**config.mk**
```make
export PLATFORM = sky130hd
export DESIGN_NAME = audio_dac_flat
export DESIGN_NICKNAME = d
export VERILOG_FILES = /design/src/rtl/audio_dac_pkg.sv /design/src/rtl/audio_dac_if.sv /design/src/rtl/audio_dac_chan.sv /design/src/rtl/audio_dac.sv /design/src/flat_wrapper.sv
export SDC_FILE = /design/constraint.sdc
export NUM_CORES = 1
export LEC_CHECK = 0
export ABC_AREA = 1
export CAP_MARGIN = 20
export CORE_AREA = 2 2 75 77
export CTS_CLUSTER_SIZE = 28
export DETAILED_ROUTE_END_ITERATION = 7
export DIE_AREA = 0 0 77 79
export GPL_ROUTABILITY_DRIVEN = 0
export PLACE_DENSITY_LB_ADDON = 0.05
export RECOVER_POWER = 25
export SETUP_SLACK_MARGIN = 0.02
export SLEW_MARGIN = 10
export SYNTH_ARGS = -nofsm -noshare
export SYNTH_HDL_FRONTEND = slang
export SYNTH_SLANG_ARGS = --single-unit
export TNS_END_PERCENT = 5
```
**constraint.sdc**
```tcl
create_clock -name clk -period 2.21 [get_ports clk]
set_clock_uncertainty 0.05 [all_clocks]
set_input_delay 0.442 -clock clk [delete_from_list [all_inputs] [get_ports clk]]
set_output_delay 0.442 -clock clk [all_outputs]
set_load 0.005 [all_outputs]
```
**src/rtl/audio_dac_pkg.sv**
```systemverilog
// Shared constants and conversion helpers for the audio DAC slice.
// Used by audio_dac and audio_dac_chan; LFSR items matter only with AUDIO_DAC_DITHER_EN.
package audio_pkg;

   localparam int MODE_PWM = 0;
   localparam int MODE_SDM = 1;

   localparam logic [15:0] LFSR_SEED = 16'hACE1;
   // Right-shifting form of taps 16,14,13,11 (bit positions 0,2,3,5).
   localparam logic [15:0] LFSR_TAPS = 16'h002D;

   function automatic logic [15:0] midscale(input int width);
      return 16'd1 << (width - 1);
   endfunction

   // Attenuate, move to offset binary, keep the top `width` bits of the sample.
   function automatic logic [15:0] to_duty(input logic signed [31:0] sample,
                                           input logic [2:0]         shift,
                                           input int                 in_width,
                                           input int                 width);
      logic signed [31:0] att;
      logic [31:0]        ofs;
      att = sample >>> shift;
      ofs = att + (32'd1 << (in_width - 1));
      return 16'(ofs >> (in_width - width));
   endfunction

   function automatic logic [15:0] lfsr_next(input logic [15:0] l);
      return {^(l & LFSR_TAPS), l[15:1]};
   endfunction

endpackage

```
**src/rtl/audio_dac_if.sv**
```systemverilog
// Sample-frame stream into the audio DAC: valid/ready plus per-frame volume and mute.
interface audio_dac_if #(
   parameter int CHANNELS = 2,
   parameter int IN_WIDTH = 16
);
   logic                         s_valid;
   logic                         s_ready;
   logic [CHANNELS*IN_WIDTH-1:0] s_data;
   logic [2:0]                   vol_shift;
   logic                         mute;

   modport master (output s_valid, s_data, vol_shift, mute, input s_ready);
   modport slave  (input s_valid, s_data, vol_shift, mute, output s_ready);
endinterface

```
**src/rtl/audio_dac_chan.sv**
```systemverilog
// One DAC channel: active duty register feeding a PWM comparator or first-order sigma-delta.
module audio_dac_chan
   import audio_pkg::*;
#(
   parameter int WIDTH = 9,
   parameter int MODE  = MODE_PWM
) (
   input  logic             clk,
   input  logic             rst,
   input  logic [WIDTH-1:0] cnt,
   input  logic             load,
   input  logic [WIDTH-1:0] load_duty,
   output logic             out
);
   localparam logic [WIDTH-1:0] MID = WIDTH'(midscale(WIDTH));

   logic [WIDTH-1:0] duty_r;
   logic [WIDTH-1:0] acc_r;
   logic [WIDTH:0]   sum_s;
   logic             out_nxt_s;
   logic             out_r;

   assign sum_s = {1'b0, acc_r} + {1'b0, duty_r};

   // Carry of the accumulator add is exactly the registered sigma-delta bit.
   always_comb begin
      out_nxt_s = 1'b0;
      if (MODE == MODE_SDM) begin
         out_nxt_s = sum_s[WIDTH];
      end else begin
         out_nxt_s = (cnt < duty_r);
      end
   end

   // Duty, accumulator and output bit state.
   always_ff @(posedge clk) begin
      if (rst) begin
         duty_r <= MID;
         acc_r  <= '0;
         out_r  <= 1'b0;
      end else begin
         out_r <= out_nxt_s;
         acc_r <= sum_s[WIDTH-1:0];
         if (load) begin
            duty_r <= load_duty;
         end
      end
   end

   assign out = out_r;

endmodule

```
**src/rtl/audio_dac.sv**
```systemverilog
// Multi-channel audio DAC top: period counter, one-frame pending buffer, underrun flag.
// Optional dither on each frame load when AUDIO_DAC_DITHER_EN is defined.
module audio_dac
   import audio_pkg::*;
#(
   parameter int CHANNELS = 2,
   parameter int IN_WIDTH = 16,
   parameter int WIDTH    = 9,
   parameter int MODE     = MODE_PWM
) (
   input  logic                clk,
   input  logic                rst,
   audio_dac_if.slave          s,
   output logic [CHANNELS-1:0] out,
   output logic                frame_tick,
   output logic                underrun
);
   localparam logic [WIDTH-1:0] MID = WIDTH'(midscale(WIDTH));

   logic [WIDTH-1:0] cnt_r;
   logic             wrap_s;
   logic             accept_s;
   logic             load_s;
   logic             pend_full_r;
   logic             underrun_r;
   logic             frame_tick_r;
   logic [WIDTH-1:0] conv_s      [CHANNELS];
   logic [WIDTH-1:0] pend_duty_r [CHANNELS];
   logic [WIDTH-1:0] load_duty_s [CHANNELS];

   assign wrap_s    = (cnt_r == {WIDTH{1'b1}});
   assign s.s_ready = !pend_full_r && !rst;
   assign accept_s  = s.s_valid && s.s_ready;
   assign load_s    = wrap_s && pend_full_r;

   // Frames are converted at accept time with that cycle's volume and mute.
   always_comb begin
      for (int c = 0; c < CHANNELS; c++) begin
         conv_s[c] = MID;
         if (s.mute) begin
            conv_s[c] = MID;
         end else begin
            conv_s[c] = WIDTH'(to_duty(32'($signed(s.s_data[c*IN_WIDTH +: IN_WIDTH])),
                                       s.vol_shift, IN_WIDTH, WIDTH));
         end
      end
   end

   // Period counter, pending buffer and status flags.
   always_ff @(posedge clk) begin
      if (rst) begin
         cnt_r        <= '0;
         pend_full_r  <= 1'b0;
         underrun_r   <= 1'b0;
         frame_tick_r <= 1'b0;
         for (int c = 0; c < CHANNELS; c++) begin
            pend_duty_r[c] <= '0;
         end
      end else begin
         cnt_r        <= cnt_r + WIDTH'(1'b1);
         frame_tick_r <= wrap_s;
         if (accept_s) begin
            pend_full_r <= 1'b1;
            pend_duty_r <= conv_s;
         end else if (load_s) begin
            pend_full_r <= 1'b0;
         end
         if (wrap_s && !pend_full_r) begin
            underrun_r <= 1'b1;
         end
      end
   end

`ifdef AUDIO_DAC_DITHER_EN
   logic [15:0] lfsr_r;
   logic        pend_mute_r;

   // LFSR steps once per period; mute is remembered so muted frames stay exact.
   always_ff @(posedge clk) begin
      if (rst) begin
         lfsr_r      <= LFSR_SEED;
         pend_mute_r <= 1'b0;
      end else begin
         if (wrap_s) begin
            lfsr_r <= lfsr_next(lfsr_r);
         end
         if (accept_s) begin
            pend_mute_r <= s.mute;
         end
      end
   end

   // Add one LSB of dither, saturating at full scale.
   always_comb begin
      for (int c = 0; c < CHANNELS; c++) begin
         load_duty_s[c] = pend_duty_r[c];
         if (pend_mute_r || !lfsr_r[0] || (&pend_duty_r[c])) begin
            load_duty_s[c] = pend_duty_r[c];
         end else begin
            load_duty_s[c] = pend_duty_r[c] + WIDTH'(1'b1);
         end
      end
   end
`else
   // Without dither the pending duty loads unchanged.
   always_comb begin
      for (int c = 0; c < CHANNELS; c++) begin
         load_duty_s[c] = pend_duty_r[c];
      end
   end
`endif

   for (genvar c = 0; c < CHANNELS; c++) begin : g_chan
      audio_dac_chan #(
         .WIDTH (WIDTH),
         .MODE  (MODE)
      ) u_chan (
         .clk       (clk),
         .rst       (rst),
         .cnt       (cnt_r),
         .load      (load_s),
         .load_duty (load_duty_s[c]),
         .out       (out[c])
      );
   end

   assign frame_tick = frame_tick_r;
   assign underrun   = underrun_r;

endmodule

```
**src/flat_wrapper.sv**
```systemverilog
// flat-port wrapper written by rule: the top's interface ports become plain ports
module audio_dac_flat import audio_pkg::*;
#(
   parameter int CHANNELS = 2,
   parameter int IN_WIDTH = 16,
   parameter int WIDTH    = 9,
   parameter int MODE     = MODE_PWM
)
  (clk, rst, out, frame_tick, underrun, s_s_valid, s_s_data, s_vol_shift, s_mute, s_s_ready);
  audio_dac_if #(.CHANNELS(CHANNELS), .IN_WIDTH(IN_WIDTH)) s_i ();
  input  logic clk;
  input  logic rst;
  output logic [CHANNELS-1:0] out;
  output logic frame_tick;
  output logic underrun;
  input wire logic [$bits(s_i.s_valid)-1:0] s_s_valid;
  input wire logic [$bits(s_i.s_data)-1:0] s_s_data;
  input wire logic [$bits(s_i.vol_shift)-1:0] s_vol_shift;
  input wire logic [$bits(s_i.mute)-1:0] s_mute;
  output wire logic [$bits(s_i.s_ready)-1:0] s_s_ready;
  assign s_i.s_valid = s_s_valid;
  assign s_i.s_data = s_s_data;
  assign s_i.vol_shift = s_vol_shift;
  assign s_i.mute = s_mute;
  assign s_s_ready = s_i.s_ready;
  audio_dac #(.CHANNELS(CHANNELS), .IN_WIDTH(IN_WIDTH), .WIDTH(WIDTH), .MODE(MODE)) u_core (.clk(clk), .rst(rst), .s(s_i), .out(out), .frame_tick(frame_tick), .underrun(underrun));
endmodule
```
; Word-level counts from Yosys, hierarchy flattened
; Index checks and enable logic that the tools add are counted.
[totals]
memories = 0
latch_bits = 0
out_inout_bits = 5
ramBits = 0
rom_bits = 0
ff_bits = 50
in_bits = 39
[classes]
eq_ne = 1
n_bitwise = 0
n_lt_le_gt_ge = 2
mul = 0
div = 0
muxes = 4
reduce_logical = 7
shifts = 2
add_sub_neg = 3
[op_table]
columns = cell, n
row1 = "16-bit adder, second input constant", 2
row2 = 16-bit by 3-bit >>> shifter with 16-bit output, 2
row3 = 9-bit < comparator, 2
row4 = 9-bit 2-to-1 mux, 2
row5 = "9-bit by 1-bit adder with 9-bit output, second input constant", 1
row6 = "9-bit equality test, second input constant", 1
row7 = 1-bit logical AND, 4
row8 = 1-bit zero test, 2
row9 = 1-bit 2-to-1 mux, 2
row10 = 2-bit nonzero test, 1

; Depth between registers and ports, before layout
[depth]
ltp_word = 4
depth_mapped = 12
depth_no_buf = 12

; By module
; A second synthesis with hierarchy kept.
[unflattened]
hier_cells = 425
hier_area_um2 = 2870.3
[by_module_without_submodules]
columns = mod, cells_per_inst, seq_area_each_um2, area_per_inst_um2, instances
row1 = audio_dac, 275, 600.6, 1739.2, 1
row2 = audio_dac_chan, 75, 200.2, 565.5, 2

; Worst setup path before layout
; Ideal clock, no wire load.
[synth_path]
path_type = flip-flop to flip-flop
startpoint = register u_core.cnt_r[1]
endpoint = register u_core.g_chan[0].u_chan.duty_r[0]
path_buffers = 1
slack_ps = 300
period_less_slack_ps = 1910
setup_time_ps = 116
t_arrival_ps = 1744
stages_incl_launch_ff = 13
cell_sequence = dfxtp_1 > ha_1 > nand2_1 > inv_1 > nand2_1 > nor2_1 > and3_1 > and2_1 > ha_1 > nand2_1 > clkbuf_1 > o21ai_0 > nor2_1
[synth_between]
elab_chain_len = 2
[synth_lines]
columns = element, line
row1 = start: declaration, audio_dac.sv:20  ; logic [WIDTH-1:0] cnt_r;
row2 = start signal: assignment, audio_dac.sv:60  ; cnt_r <= cnt_r + WIDTH'(1'b1);
row3 = 9-bit equality test, audio_dac.sv:31  ; assign wrap_s = (cnt_r == {WIDTH{1'b1}});
row4 = via u_core.wrap_s, audio_dac.sv:21  ; logic wrap_s;
row5 = 1-bit logical AND, audio_dac.sv:34  ; assign load_s = wrap_s && pend_full_r;
row6 = end signal: assignment, audio_dac_chan.sv:45  ; duty_r <= load_duty;
row7 = end: declaration, audio_dac_chan.sv:17  ; logic [WIDTH-1:0] duty_r;
; The timed path passes the listed nets, and every way through them passes these cells.
; A chain may end at the register's enable or synchronous reset.

; Final worst setup path
[layout_path]
startpoint = input rst
endpoint = output s_s_ready
[layout_between]
elab_chain_len = 2
[layout_lines]
columns = element, line
row1 = start: declaration, flat_wrapper.sv:12  ; input logic rst;
row2 = 1-bit zero test, audio_dac.sv:32  ; assign s.s_ready = !pend_full_r && !rst;
row3 = 1-bit logical AND, audio_dac.sv:32
row4 = end: declaration, flat_wrapper.sv:20  ; output wire logic [$bits(s_i.s_ready)-1:0] s_s_ready;
; Every way passes these cells.

==> qor.csv <==
stage,metric,value,unit
floorplanning,die_y,79,µm
grt,antenna_found_initial,0,
run_status,outcome,"finished, final reports clean",
power,peakVddDrop,0.343,mV
worst_setup_path,slowest_delay,0.58,ns
grt,grt_pass1_wl,9740,µm
placement,port_buffers,29,
detailed_routing,dr.pass1.iters,5,
placement,dp_hpwl,4110,µm
finish,seqCellArea,0.00100,mm²
grt,grt_usage,19.7,%
finish,area_delta_synth_final,16.1,%
hold_path,min_path_cells,1,
sta,finalCritPeriodShare,96.0,%
worst_setup_path,end_kind,output pin,
synthesis,netlist_area,0.00276,mm²
worst_setup_path,slowest_stage,dlygate4sd3_1,
worst_setup_path,crit_path_start,rst,
floorplanning,io_pins,44,
cts,cts_tree,done,
sta,setup_violations,0,
worst_setup_path,cp-start-kind,primary input,
worst_setup_path,cp_max_fo,2,
power,leakage,1.44,nW
sta,fmax,471,MHz
detailed_routing,drtIter0Drc,68,
synthesis,synth-seq-area-share,36.2,%
detailed_routing,via_per_inst,4.95,
grt,grt_max_degree,36,
worst_setup_path,crit_cells,3,
synthesis,syn_avg_cell_area,6.79,µm²
cts,clk_path_buf_depth,2,
finish,fill_cells,561,
finish,multi_input_area,0.00148,mm²
floorplanning,rows,27,
grt,overflow,0,
detailed_routing,drc,0,
worst_setup_path,critical_path_class,in2out,
synthesis,syn_nets,464,
synthesis,yosysTopAreaCellShare,36.2,%
detailed_routing,drt_wl_total,5430,µm
worst_setup_path,crit_chain,dlygate4sd3_1 > nor2_4 > clkdlybuf4s50_1,
detailed_routing,ant_nets,0,
sta,rsz0062_at_grt,true,
worst_setup_path,critPathRequiredTime,1.72,ns
sta,tightest_slew,0.636,ns
cts,clock-sinks,50,
worst_setup_path,critical-path-top-delay-family,buffers and inverters,
cts,clock_latency,0.30,ns
sta,hold_viol,0,
worst_setup_path,r2r-end,u_core.g_chan[0].u_chan.duty_r[4],
synthesis,synth-seq-cells,50,
worst_setup_path,path_buf_inv,2,
finish,drive_gt1_share,6.24,%
sta,drv_slew,0,
worst_setup_path,rr_startpoint,u_core.cnt_r[0],
grt,grt_pass1_vias,2223,
detailed_routing,wire_per_inst,10.8,µm
cts,clk_pin_slew,0.08,ns
synthesis,synth.largest_area_cell,dfxtp_1,
worst_setup_path,ff2ff_setup_slack,0.17,ns
placement,dp.cells,497,
power,power_density,567,mW/mm²
cts,cts-root-buf,clkbuf_8,
synthesis,yosys_warnings,0,
worst_setup_path,endpoint,s_s_ready,
synthesis,syn_inst,407,
cts,cts.htree.levels,2,
finish,layout.nets,489,
cts,ctsHoldBuffers,0,
power,fin_total_pwr,1.82,mW
detailed_routing,vias,2498,
synthesis,synth_area_leaders,"dfxtp_1 36%, nand2_1 17%, nand3_1 8.9%",
floorplanning,start_util,51.8,%
floorplanning,die-area,0.00608,mm²
synthesis,synth_cell_types,24,
floorplanning,core,0.00534,mm²
flow_run,maxCapViolCount,0,
floorplanning,die_w,77,µm
finish,n_antenna_cell,0,
sta,relSlewSlack,57.6,%
hold_path,hold_class,reg2reg,
finish,fin_cells,505,
sta,min_period,2.12,ns
cts,cts_setup_buffers,0,
worst_setup_path,reg2regPathDepth,12,
sta,holdWs,0.389,ns
finish,utilization,60.1,%
worst_setup_path,cp.arrival,1.63,ns
cts,cts_buffers,5,
[placed cells by master, fill, tap and decap left out, drive strengths merged]
master | synthesis | final
a22o | 1 | 1
o21ai | 24 | 24
inv | 40 | 40
nor3 | 3 | 3
a21oi | 43 | 43
o21a | 2 | 2
clkdlybuf4s50 | 0 | 28
o211ai | 2 | 2
nand3 | 51 | 51
nand2 | 129 | 129
buf | 17 | 9
ha | 18 | 18
dfxtp | 50 | 50
bufinv | 0 | 1
nor2 | 21 | 21
clkbuf | 4 | 8
and3 | 1 | 1
dlygate4sd3 | 0 | 1
and2 | 1 | 1
[per-layer routing]
metal | part of all wire, % | up-vias | GRT usage (%)
li1 | - | 1368 | -
met4 | 1.4 | 0 | 6.43
met1 | 49 | 1084 | 25.7
met5 | 0 | - | 0
met2 | 47 | 40 | 33.6
met3 | 2.7 | 6 | 3.07
[cell usage after synthesis]
master / instances
nor2_8: 1
inv_1: 38
buf_2: 10
nand2_1: 128
ha_1: 18
buf_6: 3
and2_1: 1
dfxtp_1: 50
o21ai_0: 24
a22o_1: 1
nor3_1: 3
nor2_4: 1
nand3_1: 49
o211ai_1: 2
and3_1: 1
a21oi_1: 43
buf_4: 3
inv_2: 2
nand3_2: 2
o21a_1: 2
clkbuf_1: 4
buf_1: 1
nor2_1: 19
nand2_4: 1
[cell type report]
class	count	area share (%)
clock buffers	7	2.38
clock inverters	1	0.936
inverters	40	4.68
multi-input cells	296	46.2
flip-flops and latches	50	31.3
well taps	72	2.81
repair buffers	39	11.7
[repair_timing]
item / CTS / global route
gates resized for setup: 0 / 5
setup endpoints to repair: 0 / 18
hold endpoints to repair: 0 / 0
[state kept, by name, summed over array words and instances, names as in the netlist]
| register | cells |
|---|---|
| u_core.g_chan.u_chan.duty_r | 18 |
| u_core.load_duty_s | 18 |
| u_core.cnt_r | 9 |
| u_core.g_chan.u_chan.out | 2 |
| u_core.frame_tick | 1 |
| u_core.pend_full_r | 1 |
| u_core.underrun | 1 |
[cells by family after synthesis]
logic type	after synthesis	share of synthesized area (%)
DFF	50	36.2
buffers and inverters	61	9.96
and+or+nand+nor	206	32.1
AOI/OAI and AO/OA	72	13.5
adders and majority gates	18	8.15
[where the power goes]
part | leakage [nW] | switching, mW | internal [mW]
Clock | 0.0524 | 0.275 | 0.339
Combinational | 0.982 | 0.151 | 0.120
Sequential | 0.406 | 0.0116 | 0.923
Total | 1.44 | 0.437 | 1.38
[worst min path at each step]
stage	end	startpoint	slack (ns)
2_1_floorplan	u_core.cnt_r[0]	u_core.cnt_r[0]	0.38
3_3_place_gp	u_core.g_chan[0].u_chan.duty_r[1]	u_core.g_chan[0].u_chan.duty_r[1]	0.40
3_5_place_dp	u_core.load_duty_s[7]	u_core.load_duty_s[7]	0.40
4_1_cts	u_core.load_duty_s[7]	u_core.load_duty_s[7]	0.42
5_1_grt	u_core.cnt_r[0]	u_core.cnt_r[0]	0.41
6_report	u_core.cnt_r[0]	u_core.cnt_r[0]	0.39
[stage by stage]
step	instance area [µm²]	setup TNS [ns]	setup WS, ns
finish	3210	0	0.0883
global placement	3110	0	0.110
CTS	3210	0	0.0556
global route	3210	-0.0957	-0.0177
detailed placement	3110	0	0.0742
floorplan	2760	0	0.300
No activity file was read; power rests on OpenSTA's default activity.
